<file path="src/rtl/piso_tx_if.sv">
// piso_tx_if -- load handshake and serial-output bundle for piso_tx.
//   pi          parallel word offered by the sender
//   load_valid  pi holds a word to transmit
//   load_ready  transmitter accepts pi this cycle
//   so          serial data bit (0 when so_valid is low)
//   so_valid    so carries a frame bit this cycle
//   done        one-cycle pulse on the last bit of a word
//   busy        a word is being shifted out
// master: sender/observer side; slave: the transmitter.
interface piso_tx_if #(
    parameter int WIDTH = 4
) ();
    logic [WIDTH-1:0] pi;
    logic             load_valid;
    logic             load_ready;
    logic             so;
    logic             so_valid;
    logic             done;
    logic             busy;

    modport master (
        output pi, load_valid,
        input  load_ready, so, so_valid, done, busy
    );

    modport slave (
        input  pi, load_valid,
        output load_ready, so, so_valid, done, busy
    );
endinterface

</file>
<file path="src/rtl/piso_tx.sv">
// piso_tx -- parallel-in serial-out transmitter.
//   clk   rising-edge clock
//   rst   synchronous active-low reset
//   bus   piso_tx_if.slave: pi/load_valid/load_ready load handshake,
//         registered so/so_valid/done/busy serial outputs
// Parameters: WIDTH bits per word (>= 2); MSB_FIRST selects bit order
// (0 = LSB first). A word accepted at edge k shows bit i on so in cycle
// k+1+i. A new word may be accepted on the last-bit cycle, giving
// gap-free back-to-back frames.
module piso_tx #(
    parameter int WIDTH     = 4,
    parameter bit MSB_FIRST = 1'b0
) (
    input logic     clk,
    input logic     rst,
    piso_tx_if.slave bus
);
    localparam int CW = (WIDTH > 1) ? $clog2(WIDTH) : 1;
    localparam logic [CW-1:0] LAST = CW'(WIDTH - 1);

    typedef enum logic {IDLE = 1'b0, SHIFT = 1'b1} state_t;

    state_t           state, state_d;
    logic [WIDTH-1:0] shreg, shreg_d;
    logic [CW-1:0]    cnt, cnt_d;
    logic             so_q, so_d;
    logic             so_valid_q, so_valid_d;
    logic             done_q, done_d;
    logic             busy_q, busy_d;
    logic             ready;
    logic             accept;

    // Ready in IDLE, or on the last-bit cycle so the next word follows
    // without a gap; held low throughout reset.
    assign ready  = rst && ((state == IDLE) || ((state == SHIFT) && (cnt == LAST)));
    assign accept = bus.load_valid && ready;

    assign bus.load_ready = ready;
    assign bus.so         = so_q;
    assign bus.so_valid   = so_valid_q;
    assign bus.done       = done_q;
    assign bus.busy       = busy_q;

    always_ff @(posedge clk) begin
        if (!rst) begin
            state      <= IDLE;
            shreg      <= '0;
            cnt        <= '0;
            so_q       <= 1'b0;
            so_valid_q <= 1'b0;
            done_q     <= 1'b0;
            busy_q     <= 1'b0;
        end else begin
            state      <= state_d;
            shreg      <= shreg_d;
            cnt        <= cnt_d;
            so_q       <= so_d;
            so_valid_q <= so_valid_d;
            done_q     <= done_d;
            busy_q     <= busy_d;
        end
    end

    // so is registered, so the first bit is taken straight from pi at the
    // load edge; shreg keeps the word and later bits come from shreg
    // shifted one position ahead of the bit currently on so.
    always_comb begin
        state_d    = state;
        shreg_d    = shreg;
        cnt_d      = cnt;
        so_d       = 1'b0;
        so_valid_d = 1'b0;
        done_d     = 1'b0;
        busy_d     = 1'b0;

        if (accept) begin
            state_d    = SHIFT;
            shreg_d    = bus.pi;
            cnt_d      = '0;
            so_d       = MSB_FIRST ? bus.pi[WIDTH-1] : bus.pi[0];
            so_valid_d = 1'b1;
            busy_d     = 1'b1;
        end else if (state == SHIFT) begin
            if (cnt == LAST) begin
                state_d = IDLE;
            end else begin
                cnt_d      = cnt + CW'(1);
                so_valid_d = 1'b1;
                busy_d     = 1'b1;
                done_d     = (cnt_d == LAST);
                if (MSB_FIRST) begin
                    shreg_d = shreg << 1;
                    so_d    = shreg[WIDTH-2];
                end else begin
                    shreg_d = shreg >> 1;
                    so_d    = shreg[1];
                end
            end
        end
    end
endmodule

</file>
<file path="src/flat_wrapper.sv">
// flat-port wrapper written by rule: the top's interface ports become plain ports
module piso_tx_flat 
#(
    parameter int WIDTH     = 4,
    parameter bit MSB_FIRST = 1'b0
)
  (clk, rst, bus_pi, bus_load_valid, bus_load_ready, bus_so, bus_so_valid, bus_done, bus_busy);
  piso_tx_if #(.WIDTH(WIDTH)) bus_i ();
  input logic clk;
  input logic rst;
  input wire logic [$bits(bus_i.pi)-1:0] bus_pi;
  input wire logic [$bits(bus_i.load_valid)-1:0] bus_load_valid;
  output wire logic [$bits(bus_i.load_ready)-1:0] bus_load_ready;
  output wire logic [$bits(bus_i.so)-1:0] bus_so;
  output wire logic [$bits(bus_i.so_valid)-1:0] bus_so_valid;
  output wire logic [$bits(bus_i.done)-1:0] bus_done;
  output wire logic [$bits(bus_i.busy)-1:0] bus_busy;
  assign bus_i.pi = bus_pi;
  assign bus_i.load_valid = bus_load_valid;
  assign bus_load_ready = bus_i.load_ready;
  assign bus_so = bus_i.so;
  assign bus_so_valid = bus_i.so_valid;
  assign bus_done = bus_i.done;
  assign bus_busy = bus_i.busy;
  piso_tx #(.WIDTH(WIDTH), .MSB_FIRST(MSB_FIRST)) u_core (.clk(clk), .rst(rst), .bus(bus_i));
endmodule
</file>
<file path="config.mk">
export PLATFORM = sky130hd
export DESIGN_NAME = piso_tx_flat
export DESIGN_NICKNAME = d
export VERILOG_FILES = /design/src/rtl/piso_tx_if.sv /design/src/rtl/piso_tx.sv /design/src/flat_wrapper.sv
export SDC_FILE = /design/constraint.sdc
export NUM_CORES = 1
export LEC_CHECK = 0
export ABC_AREA = 1
export CAP_MARGIN = 15
export CORE_AREA = 8 8 45 47
export CTS_CLUSTER_SIZE = 10
export DETAILED_ROUTE_END_ITERATION = 10
export DIE_AREA = 0 0 53 55
export PLACE_DENSITY_LB_ADDON = 0.3
export SETUP_SLACK_MARGIN = 0.02
export SLEW_MARGIN = 20
export SYNTH_ARGS = -nofsm -noshare
export SYNTH_HDL_FRONTEND = slang
export SYNTH_SLANG_ARGS = --single-unit
</file>
<file path="constraint.sdc">
create_clock -name clk -period 1.05 [get_ports clk]
set_input_delay 0.1575 -clock clk [delete_from_list [all_inputs] [get_ports clk]]
set_output_delay 0.1575 -clock clk [all_outputs]
set_load 0.02 [all_outputs]
</file>
==> flow_summary.json, run 1 <==
{
  "status": "finished, violations left",
  "failed_checks": "setup timing",
  "clkSinkCount": 8,
  "dpl.hpwl_um": 766,
  "ys_ff_latch": 8,
  "synth_compound_area_share_pct": 8.74,
  "yosys.area_share.simple_pct": 32.7,
  "grt_pass1_wl_um": 1770,
  "worstPathCellList": "ha_4, nor2_4, nor2_4, buf_6",
  "leakage_nw": 0.308,
  "htree_levels": 1,
  "switching_share_pct": 28.0,
  "tightest_slew_ns": 0.125,
  "finalCritPeriodShare_pct": 115,
  "holdCritStartpoint": "u_core.shreg[1]",
  "dp_slack_ns": -0.533,
  "clock-skew-final_ns": 0.00675,
  "synth_warnings": 0,
  "portBuffers": 11,
  "pwr-share-seq_pct": 42.4,
  "cts_tree": "done",
  "post-route-drc-count": 0,
  "seq_area_sq_um": 166,
  "viasPerCell": 4.41,
  "period_minus_slack_ns": 1.21,
  "timing_worst_setup_path_type": "flip-flop to primary output",
  "cts_root_buf": "clkbuf_4",
  "crit_path_end_kind": "primary output",
  "hold_buffers": 0,
  "diodes": 0,
  "vdd_drop_max_uv": 447,
  "timing.rr.start": "u_core.cnt[0]",
  "synth_common_cells": "nand2_1, dfxtp_1, inv_1",
  "maxSlewViolCount": 0,
  "insertion_delay_ns": 0.26,
  "cts_made_buffers": 3,
  "synth_area_leader_cell": "dfxtp_1",
  "post_drt_wl_per_cell_um": 11.9,
  "async_flop_share_pct": 0,
  "setup_viol": 8,
  "drt_first_pass_iters": 4,
  "antenna_found_initial": 0,
  "syn_inst": 52,
  "synth_top_family_by_area": "simple AND/OR/NAND/NOR gates",
  "hold_class": "flip-flop to flip-flop",
  "seq_area_frac_synth_pct": 41.4,
  "cpMaxStageDelayCell": "dfxtp_4",
  "multi_input_area_sq_um": 244,
  "power_w": 0.000771,
  "core_area_sq_um": 1380,
  "min_path_cells": 2,
  "nNetsFinal": 90,
  "crit_fanout": 2,
  "r2r.worst_path.cells": 8,
  "p_sw_w": 0.000216,
  "gp_congestion": 0.724,
  "cts_buffer_depth": 2,
  "initial_core_util_pct": 27.9,
  "p_int_w": 0.000555,
  "synthXorXnorAreaFrac_pct": 0,
  "synth.area.top_cells": "dfxtp_1, nand2_1, inv_1, nor2_1, ha_1",
  "syn2layout_area_growth_pct": 82.2,
  "relSlewSlack_pct": 91.7,
  "rsz0062_at_grt": "yes",
  "arrival_ns": 1.05,
  "fp.dieArea_sq_um": 2920,
  "cp-startpoint": "u_core.cnt[0]",
  "grtUsageMet2_pct": 13.9,
  "fill_cells": 132,
  "synth_area_sq_um": 387,
  "io_pins": 12,
  "power_density_nw_per_um2": 1100,
  "grt.busiest_layer": "met2",
  "synth_cell_types": 16,
  "layout-drive-gt1-share_pct": 46.8,
  "power_frac_comb_pct": 26.2,
  "row_count": 14,
  "worstSetupStartpointType": "flip-flop",
  "clk_pin_slew_ns": 0.06,
  "cpPeakStageDelay_ns": 0.35,
  "power.share.clock_pct": 31.5,
  "die_h_um": 55,
  "grt_pass1_vias": 401,
  "use_met1_pct": 8.99,
  "wirelength_um": 1130,
  "synth_edf_count": 0,
  "synth_top_cell_area_share_pct": 41.4,
  "setup_ws_ns": -0.162,
  "required_ns": 0.89,
  "synth.most_common_cell": "nand2_1",
  "fmax_ghz": 0.825,
  "syn_avg_cell_area_sq_um": 7.44,
  "drt-initial-drc-count": 3,
  "drv_cap": 0,
  "hold_violations": 0,
  "synth-adder-area-share_pct": 6.47,
  "synthMuxAreaShare_pct": 0,
  "grt_overflow": 0,
  "cp_common_cell": "nor2_4",
  "ys.flop_type": "dfxtp_1",
  "use_met3_pct": 4.28,
  "synth_nets": 61,
  "num_vias": 419,
  "die_width_um": 53,
  "antenna_left": 0,
  "grt_max_degree": 7,
  "grt_use_total_pct": 8.97
}
## routing by layer
metal  up-vias  routed length (um)
li1        222                   -
met1       188                 484
met2         7                 567
met3         2                  64
met4         0                  10
met5         -                   0
## kinds of logic (layout without fill, tap and decap cells)
| kind of cell | after synthesis | count (layout) |
|---|---|---|
| adders and majority gates | 2 | 2 |
| DFF | 8 | 8 |
| and+or+nand+nor | 26 | 27 |
| buffers and inverters | 10 | 36 |
| AOI/OAI and AO/OA | 6 | 6 |
## critical path, delay by kind of cell (launching register included)
kind,cells,cell delay [ns]
adders and majority gates,1,0.16
DFF,1,0.35
buffers and inverters,1,0.12
and+or+nand+nor,2,0.17
## repair_timing
| action | CTS | global route |
|---|---|---|
| cloned | 1 | 0 |
| pin swaps | 5 | 2 |
| setup endpoints to repair | 12 | 12 |
| resized for setup | 34 | 6 |
| setup buffers | 3 | 1 |
## power by group through the flow
stage	Clock [W]	Sequential (W)	Combinational, W
final	0.000243	0.000327	0.000202
after global placement	0	0.000331	0.000163
after detailed placement	0	0.000332	0.000165
after global routing	0.000288	0.000328	0.000218
after CTS	0.000259	0.000326	0.000187
after floorplan	0	0.000340	0.0000684
## registers in the layout, indices dropped and copies added (netlist names)
signal,cells
u_core.bus.done,1
u_core.cnt,2
u_core.shreg,3
u_core.bus.so,1
u_core.bus.busy,1
## placed cells by master, fill, tap and decap left out
cell | Yosys | layout
nor2_4 | 1 | 2
buf_4 | 1 | 11
buf_2 | 0 | 1
inv_4 | 0 | 1
nand4_1 | 2 | 2
nand2_1 | 9 | 9
o21ai_1 | 0 | 2
o21ai_2 | 1 | 1
a21oi_2 | 0 | 2
dfxtp_2 | 0 | 2
ha_4 | 0 | 1
nor2_1 | 7 | 7
inv_1 | 8 | 7
inv_2 | 1 | 1
nand3_1 | 4 | 2
clkdlybuf4s15_2 | 0 | 1
nand2_4 | 0 | 2
dfxtp_4 | 0 | 1
ha_1 | 2 | 1
dfxtp_1 | 8 | 5
a21oi_1 | 3 | 1
nand3_4 | 0 | 1
clkbuf_4 | 0 | 3
buf_6 | 0 | 5
nand3_2 | 1 | 2
clkdlybuf4s50_1 | 0 | 6
## through the flow
step | instances | area [sq um] | setup TNS (ns) | util (%) | hold slack (ns)
finish | 95 | 704 | -0.626 | 50.9 | 0.454
global route | 95 | 704 | -1.07 | 50.9 | 0.460
CTS | 94 | 684 | -0.564 | 49.5 | 0.451
detailed placement | 87 | 596 | -1.79 | 43.0 | 0.462
global placement | 87 | 596 | -1.64 | 43.0 | 0.458
floorplan | 52 | 405 | 0 | - | 0.281
## path summary, 6_finish.rpt
check / to / slack, ns
worst max-delay path: bus_load_ready / -0.16
worst min-delay path: u_core.bus.so / 0.45
worst max register to register: u_core.shreg[1] / -0.14
worst min register to register: u_core.bus.so / 0.45
## cell type report
type,count,area share (%)
clock buffer,3,3.20
multi-input combinational,35,34.6
timing repair buffer,24,30.6
tap,16,2.84
inverter,9,5.15
sequential,8,23.6
No activity file was read; power rests on OpenSTA's default activity.
==> run 2: changes to the inputs <==
--- a/config.mk
+++ b/config.mk
@@ -12,7 +12,8 @@
 export DETAILED_ROUTE_END_ITERATION = 10
 export DIE_AREA = 0 0 53 55
 export PLACE_DENSITY_LB_ADDON = 0.3
-export SETUP_SLACK_MARGIN = 0.02
+export REMOVE_ABC_BUFFERS = 1
+export SETUP_SLACK_MARGIN = 0.3
 export SLEW_MARGIN = 20
 export SYNTH_ARGS = -nofsm -noshare
 export SYNTH_HDL_FRONTEND = slang
==> run 2 against run 1 <==
Net effect:
- the run still ends with setup timing left
- highest routed layer unchanged
- critical path type unchanged
- fmax decreased by 0.82%
- routed wire length decreased by 10%
- cell count unchanged
==> flow_summary.json, run 2 (synthesized netlist as in run 1, its figures left out) <==
{
  "status": "finished, violations left",
  "failed_checks": "setup timing",
  "r2r.worst_path.cells": 8,
  "arrival_ns": 1.06,
  "cts_made_buffers": 3,
  "portBuffers": 11,
  "tns_ns": -0.673,
  "pwr-share-seq_pct": 41.6,
  "power_density_nw_per_um2": 1050,
  "initial_core_util_pct": 27.9,
  "maxSlewViolCount": 0,
  "io_pins": 12,
  "stdcell_count": 95,
  "drv_cap": 0,
  "dp_slack_ns": -0.555,
  "largestRegisters": "u_core.shreg x3, u_core.cnt x2",
  "tightest_slew_ns": 0.246,
  "cts_buffer_depth": 2,
  "num_vias": 417,
  "dpl.hpwl_um": 702,
  "dp.cells": 87,
  "rsz0062_at_grt": "yes",
  "vdd_drop_max_uv": 436,
  "power.share.clock_pct": 31.3,
  "largest_register_ffs": 3,
  "crit_fanout": 3,
  "worstPathCellList": "ha_4, nor2_4, nor2_4, buf_6",
  "fmax_ghz": 0.818,
  "leakage_nw": 0.322,
  "clkSinkCount": 8,
  "cts_root_buf": "clkbuf_4",
  "layout_common_cells": "buf_6, buf_4, inv_1, nand2_1, nor2_1",
  "grt_overflow": 0,
  "critical-path-top-delay-family": "flip-flops",
  "layout-drive-gt1-share_pct": 55.7,
  "r2r_end": "u_core.shreg[1]",
  "timing_worst_setup_path_type": "flip-flop to primary output",
  "switching_share_pct": 28.5,
  "grt_pass1_vias": 393,
  "fill_cells": 121,
  "insertion_delay_ns": 0.26,
  "power_frac_comb_pct": 27.2,
  "die_width_um": 53,
  "grt_pass1_wl_um": 1660,
  "post_drt_wl_per_cell_um": 10.6,
  "clk_pin_slew_ns": 0.06,
  "setup_viol": 9,
  "period_minus_slack_ns": 1.22,
  "nNetsFinal": 90,
  "fp.dieArea_sq_um": 2920,
  "rrSetupSlack_ns": -0.10,
  "htree_levels": 1,
  "die_h_um": 55,
  "cp_common_cell": "nor2_4",
  "cts_tree": "done",
  "crit_buf_inv": 1,
  "antenna_found_initial": 0,
  "top_register": "u_core.shreg",
  "worstSetupStartpointType": "flip-flop",
  "p_int_w": 0.000565,
  "holdCritStartpoint": "bus_load_valid",
  "layout_commonest_cell": "buf_6",
  "hold_buffers": 0,
  "min_path_cells": 3,
  "min_to": "u_core.shreg[3]",
  "grt_max_degree": 7,
  "timing.rr.start": "u_core.cnt[0]",
  "grt_use_total_pct": 7.95,
  "syn2layout_area_growth_pct": 95.5,
  "viasPerCell": 4.39,
  "cpPeakStageDelay_ns": 0.34,
  "p_sw_w": 0.000225,
  "setup_ws_ns": -0.172,
  "hold_class": "input pin to flip-flop",
  "hold_violations": 0,
  "required_ns": 0.89,
  "core_area_sq_um": 1380,
  "post-route-drc-count": 0,
  "clock-skew-final_ns": 0.00860,
  "antenna_left": 0,
  "diodes": 0,
  "wirelength_um": 1010,
  "finalCritPeriodShare_pct": 116,
  "row_count": 14,
  "relSlewSlack_pct": 83.6,
  "gp_congestion": 0.800,
  "drt_first_pass_iters": 5,
  "crit_path_end_kind": "primary output",
  "drt-initial-drc-count": 1,
  "cpMaxStageDelayCell": "dfxtp_2"
}
-- run 2: cell types whose count changed in the layout (fill, tap and decap cells not counted), moves of 2 or more --
| cell | delta |
|---|---|
| buf_4 | -3 |
| buf_6 | +5 |
| dfxtp_1 | -2 |
| dfxtp_2 | +3 |
| nand2_1 | -2 |
| nand2_2 | +2 |
-- run 2: worst register-to-register path: stages, from the launching register on --
cell and delay (ns):
dfxtp_2 0.34, ha_4 0.16, buf_4 0.14, inv_6 0.07, nand2_8 0.07, nand4_1 0.07, nand2_1 0.05, nor2_1 0.10
nor2_1 0.04
-- run 2: cell type report --
type	count	area [sq um]	area share, %
flip-flops and latches	8	166	22.0
repair buffers	24	231	30.6
inverters	9	38.8	5.13
well taps	16	20.0	2.65
clock buffers	3	22.5	2.98
multi-input cells	35	277	36.6
-- run 2: what timing repair did --
action                                  4_1_cts  5_1_grt
buffers inserted                              1        3
pin swaps                                     7        5
gates cloned                                  1        0
resized for setup                            50       12
endpoints found under the setup margin       13       13
-- run 2: per-layer routing --
metal / vias to the layer above / routed length (um) / global-route usage (%)
met5: - / 0 / 0
met4: 0 / 10 / 6.47
met3: 2 / 48 / 2.41
met2: 10 / 550 / 13.1
met1: 187 / 400 / 8.27
li1: 218 / - / -
-- run 2: per-stage QoR --
stage	hold WS [ns]	total power (W)	cell area [sq um]	utilization, %
2_1_floorplan	0.283	0.000398	379	-
3_3_place_gp	0.462	0.000487	577	41.7
3_5_place_dp	0.463	0.000488	577	41.7
4_1_cts	0.403	0.000759	683	49.4
5_1_grt	0.419	0.000834	756	54.6
6_report	0.401	0.000790	756	54.6
-- run 2: power by group through the flow --
| stage | clock network (W) | registers [W] | logic [W] |
|---|---|---|---|
| after floorplan | 0 | 0.000341 | 0.0000568 |
| after global placement | 0 | 0.000330 | 0.000158 |
| after detailed placement | 0 | 0.000330 | 0.000158 |
| after CTS | 0.000247 | 0.000328 | 0.000184 |
| after global routing | 0.000271 | 0.000330 | 0.000233 |
| final | 0.000247 | 0.000328 | 0.000215 |
-- run 2: worst max-delay path by stage --
stage | start | endpoint | slack (ns) | cells past startpoint
floorplan | u_core.bus.busy | u_core.bus.so | -0.16 | 5
global placement | rst | bus_load_ready | -0.54 | 4
detailed placement | rst | bus_load_ready | -0.55 | 4
CTS | u_core.cnt[1] | bus_load_ready | -0.17 | 4
global route | u_core.cnt[0] | bus_load_ready | -0.21 | 4
finish | u_core.cnt[0] | bus_load_ready | -0.17 | 4
